### src/rtl/dm_arb_pkg.sv
// -----------------------------------------------------------------------------
// dm_arb_pkg
// Shared definitions for the two-port data-memory arbiter:
//   - default widths / memory size used as parameter defaults by dm_arbiter
//   - access FSM state encoding (IDLE, ISSUE, CAPT)
// -----------------------------------------------------------------------------
package dm_arb_pkg;

    localparam int DEF_ADDR_W   = 32;
    localparam int DEF_DATA_W   = 32;
    localparam int DEF_DM_DEPTH = 1024;

    typedef enum logic [1:0] {
        IDLE  = 2'b00,
        ISSUE = 2'b01,
        CAPT  = 2'b10
    } state_e;

endpackage

### src/rtl/dm_arbiter_rr_arb2.sv
// -----------------------------------------------------------------------------
// rr_arb2
// Two-request round-robin picker with a last-winner register.
//   clk, rst_n : clock, asynchronous active-low reset
//   req[1:0]   : request vector (bit N = requester N)
//   upd_en     : commit the current pick as "last served" at the next edge
//   any        : at least one request present
//   sel        : index of the winning requester (valid when any = 1)
// After reset the register reads "port 1 served last", so port 0 wins a tie.
// -----------------------------------------------------------------------------
module rr_arb2
    import dm_arb_pkg::*;
(
    input  logic       clk,
    input  logic       rst_n,
    input  logic [1:0] req,
    input  logic       upd_en,
    output logic       any,
    output logic       sel
);

    logic last_q;
    logic last_d;

    always_comb begin
        any = |req;
        // On a tie the port that was not served last wins; otherwise the
        // single requester wins (req[1] alone -> 1, req[0] alone or none -> 0).
        if (req == 2'b11) begin
            sel = ~last_q;
        end else begin
            sel = req[1];
        end
        last_d = (upd_en && any) ? sel : last_q;
    end

    always_ff @(posedge clk or negedge rst_n) begin
        if (!rst_n) begin
            last_q <= 1'b1;
        end else begin
            last_q <= last_d;
        end
    end

endmodule

### src/rtl/dm_arbiter.sv
// -----------------------------------------------------------------------------
// dm_arbiter
// Arbitrates two requesters (m0, m1) onto a single data-memory port.
// Each access takes three cycles after the request is sampled in IDLE:
//   cycle 1 (ISSUE): mN_gnt pulse, memory strobe
//   cycle 2 (CAPT) : memory read data valid, captured at the end of the cycle
//   cycle 3 (IDLE) : mN_done pulse (mN_err alongside), next request sampled
// Ports:
//   clk, rst_n                       clock, asynchronous active-low reset
//   mN_req/we/addr/wdata  (in)       request, store flag, byte address, data
//   mN_gnt/done/err       (out)      one-cycle pulses to requester N
//   mN_rdata              (out)      last load result for requester N
//   dm_mem_write/read     (out)      memory strobes
//   dm_address/data_write (out)      memory address and store data
//   dm_data_read          (in)       memory load data (cycle after strobe)
// Optional feature: define DM_ARB_CHECK_EN to reject misaligned or
// out-of-range accesses (no strobe, done with err).
// -----------------------------------------------------------------------------
module dm_arbiter
    import dm_arb_pkg::*;
#(
    parameter int ADDR_W   = DEF_ADDR_W,
    parameter int DATA_W   = DEF_DATA_W,
    parameter int DM_DEPTH = DEF_DM_DEPTH
)(
    input  logic              clk,
    input  logic              rst_n,
    input  logic              m0_req,
    input  logic              m0_we,
    input  logic [ADDR_W-1:0] m0_addr,
    input  logic [DATA_W-1:0] m0_wdata,
    output logic              m0_gnt,
    output logic              m0_done,
    output logic [DATA_W-1:0] m0_rdata,
    output logic              m0_err,
    input  logic              m1_req,
    input  logic              m1_we,
    input  logic [ADDR_W-1:0] m1_addr,
    input  logic [DATA_W-1:0] m1_wdata,
    output logic              m1_gnt,
    output logic              m1_done,
    output logic [DATA_W-1:0] m1_rdata,
    output logic              m1_err,
    output logic              dm_mem_write,
    output logic              dm_mem_read,
    output logic [ADDR_W-1:0] dm_address,
    output logic [DATA_W-1:0] dm_data_write,
    input  logic [DATA_W-1:0] dm_data_read
);

`ifdef DM_ARB_CHECK_EN
    localparam logic CHK_EN = 1'b1;
`else
    localparam logic CHK_EN = 1'b0;
`endif
    localparam logic [ADDR_W-1:0] MAX_ADDR = ADDR_W'(DM_DEPTH - 4);

    state_e            state_q, state_d;
    logic              sel_q, sel_d;
    logic              we_q, we_d;
    logic              bad_q, bad_d;
    logic [ADDR_W-1:0] addr_q, addr_d;
    logic [DATA_W-1:0] wdata_q, wdata_d;
    logic [1:0]        gnt_q, gnt_d;
    logic [1:0]        done_q, done_d;
    logic [1:0]        err_q, err_d;
    logic              wr_q, wr_d;
    logic              rd_q, rd_d;
    logic [DATA_W-1:0] rdata0_q, rdata0_d;
    logic [DATA_W-1:0] rdata1_q, rdata1_d;

    logic              arb_any;
    logic              arb_sel;
    logic              arb_upd;
    logic              win_we;
    logic [ADDR_W-1:0] win_addr;
    logic [DATA_W-1:0] win_wdata;
    logic              win_bad;

    rr_arb2 u_arb (
        .clk    (clk),
        .rst_n  (rst_n),
        .req    ({m1_req, m0_req}),
        .upd_en (arb_upd),
        .any    (arb_any),
        .sel    (arb_sel)
    );

    assign win_we    = arb_sel ? m1_we    : m0_we;
    assign win_addr  = arb_sel ? m1_addr  : m0_addr;
    assign win_wdata = arb_sel ? m1_wdata : m0_wdata;
    // Folds to 0 when the check is compiled out; the address is never altered.
    assign win_bad   = CHK_EN && ((win_addr[1:0] != 2'b00) || (win_addr > MAX_ADDR));

    always_comb begin
        state_d  = state_q;
        sel_d    = sel_q;
        we_d     = we_q;
        bad_d    = bad_q;
        addr_d   = addr_q;
        wdata_d  = wdata_q;
        gnt_d    = 2'b00;
        done_d   = 2'b00;
        err_d    = 2'b00;
        wr_d     = 1'b0;
        rd_d     = 1'b0;
        rdata0_d = rdata0_q;
        rdata1_d = rdata1_q;
        arb_upd  = 1'b0;

        unique case (state_q)
            IDLE: begin
                if (arb_any) begin
                    // Latch the winner so requesters may change inputs after gnt;
                    // gnt/strobes are registered here so they appear in ISSUE.
                    state_d        = ISSUE;
                    arb_upd        = 1'b1;
                    sel_d          = arb_sel;
                    we_d           = win_we;
                    addr_d         = win_addr;
                    wdata_d        = win_wdata;
                    bad_d          = win_bad;
                    gnt_d[arb_sel] = 1'b1;
                    wr_d           = win_we  && !win_bad;
                    rd_d           = !win_we && !win_bad;
                end
            end
            ISSUE: begin
                state_d = CAPT;
            end
            CAPT: begin
                // Read data is valid this cycle; done/err land in the next IDLE.
                state_d       = IDLE;
                done_d[sel_q] = 1'b1;
                err_d[sel_q]  = bad_q;
                if (!we_q && !bad_q) begin
                    if (sel_q) begin
                        rdata1_d = dm_data_read;
                    end else begin
                        rdata0_d = dm_data_read;
                    end
                end
            end
            default: begin
                state_d = IDLE;
            end
        endcase
    end

    always_ff @(posedge clk or negedge rst_n) begin
        if (!rst_n) begin
            state_q  <= IDLE;
            sel_q    <= 1'b0;
            we_q     <= 1'b0;
            bad_q    <= 1'b0;
            addr_q   <= '0;
            wdata_q  <= '0;
            gnt_q    <= 2'b00;
            done_q   <= 2'b00;
            err_q    <= 2'b00;
            wr_q     <= 1'b0;
            rd_q     <= 1'b0;
            rdata0_q <= '0;
            rdata1_q <= '0;
        end else begin
            state_q  <= state_d;
            sel_q    <= sel_d;
            we_q     <= we_d;
            bad_q    <= bad_d;
            addr_q   <= addr_d;
            wdata_q  <= wdata_d;
            gnt_q    <= gnt_d;
            done_q   <= done_d;
            err_q    <= err_d;
            wr_q     <= wr_d;
            rd_q     <= rd_d;
            rdata0_q <= rdata0_d;
            rdata1_q <= rdata1_d;
        end
    end

    assign m0_gnt        = gnt_q[0];
    assign m1_gnt        = gnt_q[1];
    assign m0_done       = done_q[0];
    assign m1_done       = done_q[1];
    assign m0_err        = err_q[0];
    assign m1_err        = err_q[1];
    assign m0_rdata      = rdata0_q;
    assign m1_rdata      = rdata1_q;
    assign dm_mem_write  = wr_q;
    assign dm_mem_read   = rd_q;
    assign dm_address    = addr_q;
    assign dm_data_write = wdata_q;

endmodule

### config.mk
export PLATFORM = sky130hd
export DESIGN_NAME = dm_arbiter
export DESIGN_NICKNAME = d
export VERILOG_FILES = /design/src/rtl/dm_arb_pkg.sv /design/src/rtl/dm_arbiter_rr_arb2.sv /design/src/rtl/dm_arbiter.sv
export SDC_FILE = /design/constraint.sdc
export NUM_CORES = 1
export LEC_CHECK = 0
export ABC_CLOCK_PERIOD_IN_PS = 1400
export CORE_MARGIN = 3
export CORE_UTILIZATION = 36
export CTS_CLUSTER_SIZE = 12
export DETAILED_ROUTE_END_ITERATION = 12
export HOLD_SLACK_MARGIN = 0.12
export PLACE_DENSITY = 0.77
export SYNTH_ARGS = -nofsm -noshare
export SYNTH_HDL_FRONTEND = slang
export SYNTH_SLANG_ARGS = --single-unit
### constraint.sdc
create_clock -name clk -period 1.4 [get_ports clk]
set_input_delay 0.21 -clock clk [delete_from_list [all_inputs] [get_ports clk]]
set_output_delay 0.21 -clock clk [all_outputs]
set_load 0.005 [all_outputs]
==> results of run 1 <==
-- power groups by stage --
stage                     logic (mW)  registers (mW)  clock network, mW
after global routing            8.88            7.36               4.32
after floorplan                 3.66            7.17                  0
after detailed placement        9.15            7.20                  0
after CTS                       8.41            7.15               4.15
final                           8.26            7.11               4.04
after global placement          8.91            7.11                  0
-- per-layer routing --
metal / track usage [%] / routed length [um] / vias up / share of wire [%]
li1: - / - / 2326 / -
met1: 24.3 / 7400 / 2506 / 40
met2: 33.7 / 9240 / 289 / 50
met3: 6.31 / 1480 / 40 / 7.9
met4: 7.74 / 521 / 2 / 2.8
met5: 0 / 13 / - / 0.070
-- cells by family (layout without fill, tap and decap cells) --
family,after synthesis,after routing,synth area share (%)
AOI/OAI and AO/OA,68,68,11.8
other,1,2,0.0646
DFF,139,139,59.9
buffers and inverters,46,368,4.52
muxes,66,66,12.8
and+or+nand+nor,140,140,11.0
-- worst max path at each step --
stage,to,start,cells after the start,slack (ns)
after floorplan,m1_rdata[1],state_q[0],4,-0.05
after global placement,dm_data_write[25],m1_req,5,-0.24
after detailed placement,dm_data_write[11],m1_req,5,-0.29
after CTS,dm_address[27],state_q[1],4,-0.16
after global routing,m1_rdata[21],state_q[0],5,-0.19
final,dm_data_write[10],state_q[1],4,-0.15
-- synthesized netlist by cell type (all sizes together) (2+ instances only) --
| cell type | n | area (um2) |
|---|---|---|
| clkbuf | 5 | 18.8 |
| mux2 | 64 | 721 |
| nor3 | 66 | 340 |
| mux2i | 2 | 20.0 |
| dfrtp | 138 | 3450 |
| nand2 | 64 | 240 |
| inv | 3 | 11.3 |
| nor2 | 4 | 17.5 |
| a221o | 64 | 641 |
| nor2b | 3 | 18.8 |
| buf | 38 | 233 |
| a21o | 2 | 15.0 |
-- area by class of cell --
cell class | count | area share [%]
Tap cell | 211 | 2.68
Clock inverter | 10 | 0.992
Multi-Input combinational cell | 276 | 21.5
Clock buffer | 21 | 4.48
Timing Repair Buffer | 334 | 34.9
Sequential cell | 139 | 35.4
Inverter | 3 | 0.114
-- stage by stage --
step	hold slack, ns	setup slack [ns]	instance area, um2
CTS	0.272	-0.156	9630
finish	0.279	-0.155	9840
detailed placement	0.140	-0.293	9160
global route	0.301	-0.194	9840
floorplan	-0.0856	-0.0532	5850
global placement	0.141	-0.237	9160
-- repair_timing --
item                                    4_1_cts  5_1_grt
setup buffers                                 2        4
hold buffers                                  1        0
pin swaps                                     1        1
gates cloned                                  0        2
hold endpoints to repair                    138        0
endpoints found under the setup margin      264      178
gates resized for setup                      87       54
-- registers in the layout (all words and copies together), names as in the netlist, 2 cells and up --
signal and cells:
dm_data_write 32, gnt_q 2, m0_rdata 32, dm_address 32, done_q 2, state_q 2
m1_rdata 32
-- critical path: stages (launching register included) --
cell	delay (ns)
dfrtp_1	0.40
or2_4	0.26
o21bai_4	0.20
buf_12	0.19
a221o_1	0.37
==> metrics.txt, run 1 <==
Max Root-Sink Buffers 2; Ys Warns 0; Final Max Tran Viols 0; drt wl/cell ~19 um; Max FO, Critical Path 42; main flop type after synthesis dfrtp_1; routed via count slightly above 5000; Reg2Reg Launch Point state_q[1]; Core ar. roughly 15000 um2; dpl cells ~950; Comb pwr share around 43%; CP Launch Type flip-flop; clock buffer count from CTS 17; # rows 45; layout cell share with drive strength beyond 1 roughly 17%; reg2reg path depth 4; H-tree levels 4; vias in the first global route approximately 5300; NetSw a little over 6 mW; Unique masters post-synth 25; Die Span Y approximately 130 um; Detail Placement HPWL 13700 um; MaxCap Viol Count 0; failing checks setup timing; Net Sw Frac 31.2%; utilization after layout 63.5%; fmax ~640 MHz; outcome finished, violations left; cell-internal power 13.4 mW; WP data required between 1.5 and 2 ns; Routed WL roughly 19000 um; critical path class reg -> reg; final std cells w/o fill just under 1000; Synth Area per Inst approximately 13 um2; commonest non-fill, non-tap cells in the layout clkdlybuf4s50_1, dfrtp_1, dlygate4sd2_1, nand2_1, a221o_1; min cycle time layout 1.55 ns; maximum VDD drop 0.815 mV; die span in x between 100 and 150 um; Setup-failing EPs final 128; die area between 15000 and 20000 um2; area of the multi-input gates ~2100 um2; Final Cycle Share 111%; # clock sinks approximately 140; Total Power ~19 mW; first-pass GRT wire length ~28000 um; Detailed Route Iter0 Violations around 240; Register Area around 3500 um2; initial core utilization around 38%; Flop pwr share 36.6%; EDFF count, synth 0; GRT Util Overall around a fifth; Final ANT Viol Nets 0; critical path capture point type flip-flop; IO Port Bufs 299; Cells after Synth 460; worst skew pair latency approximately 0.4 ns; Hold Vio Cnt, Final 0; Clk network pwr share between 20% and 30%; Crit Reg-Reg Endpoint dm_data_write[10]; R2R Setup Slk -0.15 ns; post-DR vias/cell between 5 and 6; DRT Pass-1 Iters 5; FILL cells between 1000 and 1500; grt ovf 0; unrepaired setup endpoints after global routing yes; CTS tree built; Area growth syn-to-layout 69.3%; Root Driver clkbuf_16; Final Net Count approximately 940; sequential fraction of the synthesis area about three fifths; final setup skew around 0.0054 ns; initial antenna violation count 1; n_diodes 0; Power Density 1970 nW/um2; Critical Path AT 1.84 ns; Post-Syn Area a little under 6000 um2; IO Pins around 300; most common cell after layout, fill and taps aside clkdlybuf4s50_1; min-delay worst type in -> async; pin count of the biggest net entering global routing 58; setup TNS -14.19 ns; post-synthesis register bit count ~140; DRC 0; worst setup margin -0.155 ns; Clock transition at path regs roughly 0.060 ns; RePlAce Congestion between 0.8 and 0.9; Leak 4.88 nW; FFs w/ async S/R, synth between 90% and 100%
No activity file was read; power rests on OpenSTA's default activity.
==> run 2, diff against run 1 <==
CORE_MARGIN = 4   (was 3)
MAX_ROUTING_LAYER = met4   (was default)
==> metrics.txt, run 2 (synthesis gave the netlist of run 1 again) <==
outcome finished, violations left; failing checks setup timing; die span in x 135 um (+1.5%); critical path class reg -> reg; GRT Util Overall 22.5% (+2.4 points); final setup skew 0.0171 ns (+0.0117 ns); post-DR vias/cell 5.22 (+0.51%); H-tree levels 4 (unchanged); # rows 46 (+2.2%); Area growth syn-to-layout 78.2%; Root Driver clkbuf_16; fmax 609 MHz (-5.3%); Power Density 2130 nW/um2 (+7.8%); Detail Placement HPWL 13700 um (-0.34%); Detailed Route Iter0 Violations 262 (+7.8%); IO Pins 302 (unchanged); Max Root-Sink Buffers 2 (unchanged); Hold Vio Cnt, Final 0 (unchanged); n_diodes 0 (unchanged); Finished Cell Area 10300 um2 (+5.2%); dpl cells 956 (+0.21%); pin count of the biggest net entering global routing 66 (+14%); grt ovf 0 (unchanged); MaxCap Viol Count 0 (unchanged); # clock sinks 139 (unchanged); Final Net Count 966 (+3.1%); final std cells w/o fill 1028 (+3.4%); CP Launch Type flip-flop; FILL cells 1199 (+4.3%); min-delay worst type in -> async; clock buffer count from CTS 17 (unchanged); Setup-failing EPs final 134 (+4.7%); DRT Pass-1 Iters 5 (unchanged); Total Power 22.0 mW (+13%); Setup WS pre-CTS -0.322 ns (-0.0288 ns); layout cell share with drive strength beyond 1 20.7% (+3.4 points); worst hold slack 0.201 ns (-0.0780 ns); drt wl/cell 20.5 um (+9.3%); Critical Path AT 1.94 ns (+0.10 ns); most common cell after layout, fill and taps aside clkdlybuf4s50_1; Routed WL 21100 um (+13%); routed via count 5367 (+4.0%); IO Port Bufs 299 (unchanged); worst skew pair latency 0.43 ns (+0.03 ns); Leak 4.74 nW (-2.9%); DRC 0 (unchanged); vias in the first global route 5605 (+6.3%); Final Cycle Share 117% (+6.2 points); WP data required 1.70 ns (+0.02 ns); initial core utilization 36.7% (-0.82 points); first-pass GRT wire length 30800 um (+9.6%); Max FO, Critical Path 10 (-76%); die area 18200 um2 (+3.0%); Clock transition at path regs 0.06 ns (about the same); CTS tree built; maximum VDD drop 1.04 mV (+28%); critical path capture point type flip-flop; commonest non-fill, non-tap cells in the layout clkdlybuf4s50_1, dfrtp_1, dlygate4sd2_1, nand2_1, a221o_1; Area after DPL 9140 um2 (-0.18%); Die Span Y 135 um (+1.5%); reg2reg path depth 5 (+1); Final ANT Viol Nets 0 (unchanged); Core ar. 15800 um2 (+2.2%); initial antenna violation count 0 (-1); min cycle time layout 1.64 ns (+0.0865 ns); unrepaired setup endpoints after global routing yes; worst setup margin -0.241 ns (-0.0865 ns); Final Max Tran Viols 0 (unchanged); RePlAce Congestion 0.838 (+4.2%)
-- run 2: changes by cell type in the layout (fill, tap and decap cells not counted), moves of 2 or more --
| cell | previous run | this run |
|---|---|---|
| buf_12 | 10 | 16 |
| buf_16 | 0 | 9 |
| buf_4 | 20 | 27 |
| buf_8 | 0 | 2 |
| bufinv_16 | 1 | 6 |
| clkbuf_1 | 4 | 2 |
| clkbuf_16 | 18 | 22 |
| clkinv_4 | 6 | 2 |
| dlygate4sd2_1 | 84 | 134 |
| dlymetal6s2s_1 | 50 | 0 |
-- run 2: report_power, final --
group	internal, mW	switching (mW)
Clock	3.38	1.72
Sequential	5.99	1.09
Combinational	5.90	3.94
Total	15.3	6.75
-- run 2: what timing repair did --
action                                  in CTS  in global routing
resized for setup                          156                  6
hold endpoints to repair                   138                  0
setup buffers                               25                  1
pin swaps                                   16                 12
endpoints found under the setup margin     269                136
cloned                                       9                  5
hold buffers                                 1                  0
-- run 2: metal layers --
metal	GRT usage [%]	vias up	share of wire, %
li1	-	2391	-
met1	28.0	2629	40
met2	36.5	307	50
met3	5.63	40	7.8
met4	7.28	0	2.5
met5	-	-	0
-- run 2: worst paths after layout --
path / from / end / slack, ns
max: state_q[1] / dm_data_write[29] / -0.24
min: rst_n / m1_rdata[29] / 0.20
max reg2reg: state_q[1] / dm_data_write[29] / -0.24
min reg2reg: m1_rdata[9] / m1_rdata[9] / 0.48
max in group asynchronous: rst_n / u_arb.last_q / 0.60
min in group clk: m0_req / gnt_q[0] / 0.39
-- run 2: metrics by stage --
step	utilization, %	setup TNS (ns)
final	65.4	-23.59
after global routing	65.4	-31.36
after CTS	64.3	-20.95
after detailed placement	57.8	-30.08
after global placement	57.8	-24.61
after floorplan	-	-5.39
-- run 2: critical path: stages (launching register included) --
cell and delay [ns]:
dfrtp_1 0.38, or2_4 0.26, o21bai_4 0.20, buf_4 0.16, buf_16 0.14, a221o_1 0.36
-- run 2: cell type report --
cell class                 instances  area [um2]  area share (%)
clock buffer                      20         447            4.32
tap                              216         270            2.61
clock inverter                    11         216            2.09
multi-input combinational        276        2120            20.5
sequential                       139        3480            33.6
timing repair buffer             363        3800            36.7
inverter                           3        11.3           0.109
==> run 3, diff against run 2 <==
GPL_ROUTABILITY_DRIVEN = 0   (was default)
SETUP_SLACK_MARGIN = 0.15   (was default)
==> metrics.txt, run 3 (synthesis gave the netlist of run 1 again) <==
Critical Path AT 1.86 ns (-0.08 ns); maximum VDD drop 0.898 mV (-14%); WP data required 1.69 ns (about the same); Core ar. 15800 um2 (unchanged); die area 18200 um2 (unchanged); Max FO, Critical Path 24 (+14); # rows 46 (unchanged); Final Max Tran Viols 0 (unchanged); CP Launch Type flip-flop; layout cell share with drive strength beyond 1 35.9% (+15 points); metal2 WL 11400 um (+8.9%); # clock sinks 139 (unchanged); outcome finished, violations left; n_diodes 0 (unchanged); Area growth syn-to-layout 79.6%; area of the multi-input gates 2370 um2 (+12%); critical path class reg -> reg; most common cell after layout, fill and taps aside clkdlybuf4s50_1; min cycle time layout 1.57 ns (-0.0720 ns); routed via count 5553 (+3.5%); pin count of the biggest net entering global routing 65 (-1.5%); unrepaired setup endpoints after global routing yes; worst setup margin -0.169 ns (+0.0720 ns); Setup-failing EPs final 131 (-2.2%); MaxCap Viol Count 0 (unchanged); GRT Util Overall 22.5% (about the same); H-tree levels 4 (unchanged); met1 WL 8570 um (+1.5%); Routed WL 22500 um (+6.7%); Register Area 3480 um2 (unchanged); min-delay worst type in -> async; initial antenna violation count 0 (unchanged); worst hold slack 0.272 ns (+0.0708 ns); max layer used met4; fmax 637 MHz (+4.6%); grt ovf 0 (unchanged); Detail Placement HPWL 14500 um (+5.9%); commonest non-fill, non-tap cells in the layout clkdlybuf4s50_1, dfrtp_1, clkbuf_2, buf_4; Die Span Y 135 um (unchanged); clock buffer count from CTS 17 (unchanged); Final Net Count 1003 (+3.8%); Final ANT Viol Nets 0 (unchanged); drt wl/cell 21.1 um (+2.9%); final setup skew 0.00940 ns (-0.00772 ns); Final Cycle Share 112% (-5.1 points); Hold Vio Cnt, Final 0 (unchanged); Detailed Route Iter0 Violations 325 (+24%); met3 WL 1690 um (+3.0%); post-DR vias/cell 5.21 (-0.22%); die span in x 135 um (unchanged); failing checks setup timing; CTS tree built; Power Density 2170 nW/um2 (+1.7%); first-pass GRT wire length 31000 um (+0.74%); DRC 0 (unchanged); vias in the first global route 5877 (+4.9%); setup TNS -13.93 ns (+9.67 ns); critical path capture point type flip-flop; Leak 4.82 nW (+1.7%); Clock transition at path regs 0.06 ns (about the same); worst skew pair latency 0.42 ns (about the same); FILL cells 1142 (-4.8%); Root Driver clkbuf_16; reg2reg path depth 4 (-1); DRT Pass-1 Iters 5 (unchanged); IO Port Bufs 299 (unchanged); IO Pins 302 (unchanged); initial core utilization 36.7% (unchanged); Setup WS pre-CTS -0.353 ns (-0.0309 ns); Max Root-Sink Buffers 2 (unchanged)
==> run 3: power breakdown <==
group | internal [mW] | switching [mW]
Combinational | 6.37 | 4.11
Clock | 3.13 | 1.74
Sequential | 6.00 | 1.24
==> run 3: metal layers <==
layer / vias up / GRT usage (%)
met5: - / -
met4: 0 / 9.52
met3: 58 / 5.70
met2: 311 / 37.9
met1: 2733 / 25.7
li1: 2451 / -
==> run 3: path summary, 6_finish.rpt <==
check,startpoint,endpoint,slack (ns)
max in group asynchronous,rst_n,u_arb.last_q,0.55
min reg2reg,m0_rdata[8],m0_rdata[8],0.51
min,rst_n,m0_rdata[24],0.27
max,state_q[0],dm_data_write[29],-0.17
min in group clk,m0_req,dm_data_write[30],0.34
max reg2reg,state_q[0],dm_data_write[29],-0.17
==> run 3: repair_timing <==
action | in CTS | in global routing
gates resized for setup | 312 | 162
hold buffers | 1 | 0
hold endpoints to repair | 138 | 0
pin swaps | 5 | 3
gates cloned | 4 | 5
setup endpoints to repair | 270 | 223
setup buffers | 41 | 21
==> run 3: final cells by class <==
| cell class | instances | share of cell area [%] |
|---|---|---|
| Multi-Input combinational cell | 276 | 22.7 |
| Inverter | 3 | 0.108 |
| Clock inverter | 10 | 1.56 |
| Tap cell | 216 | 2.59 |
| Sequential cell | 139 | 33.4 |
| Timing Repair Buffer | 400 | 35.1 |
| Clock buffer | 22 | 4.55 |
==> run 3: stage by stage <==
step / power, mW / utilization (%) / area, um2 / instances
floorplan: 10.8 / - / 5850 / 461
global placement: 16.2 / 58.1 / 9200 / 962
detailed placement: 16.6 / 58.1 / 9200 / 962
CTS: 21.7 / 64.8 / 10200 / 1040
global route: 23.7 / 65.9 / 10400 / 1066
finish: 22.6 / 65.9 / 10400 / 1066
==> run 3: critical path: stages, from the launching register on <==
cell and delay, ns:
dfrtp_1 0.39, or2_4 0.27, o21bai_4 0.24, buf_12 0.20
a221o_1 0.36
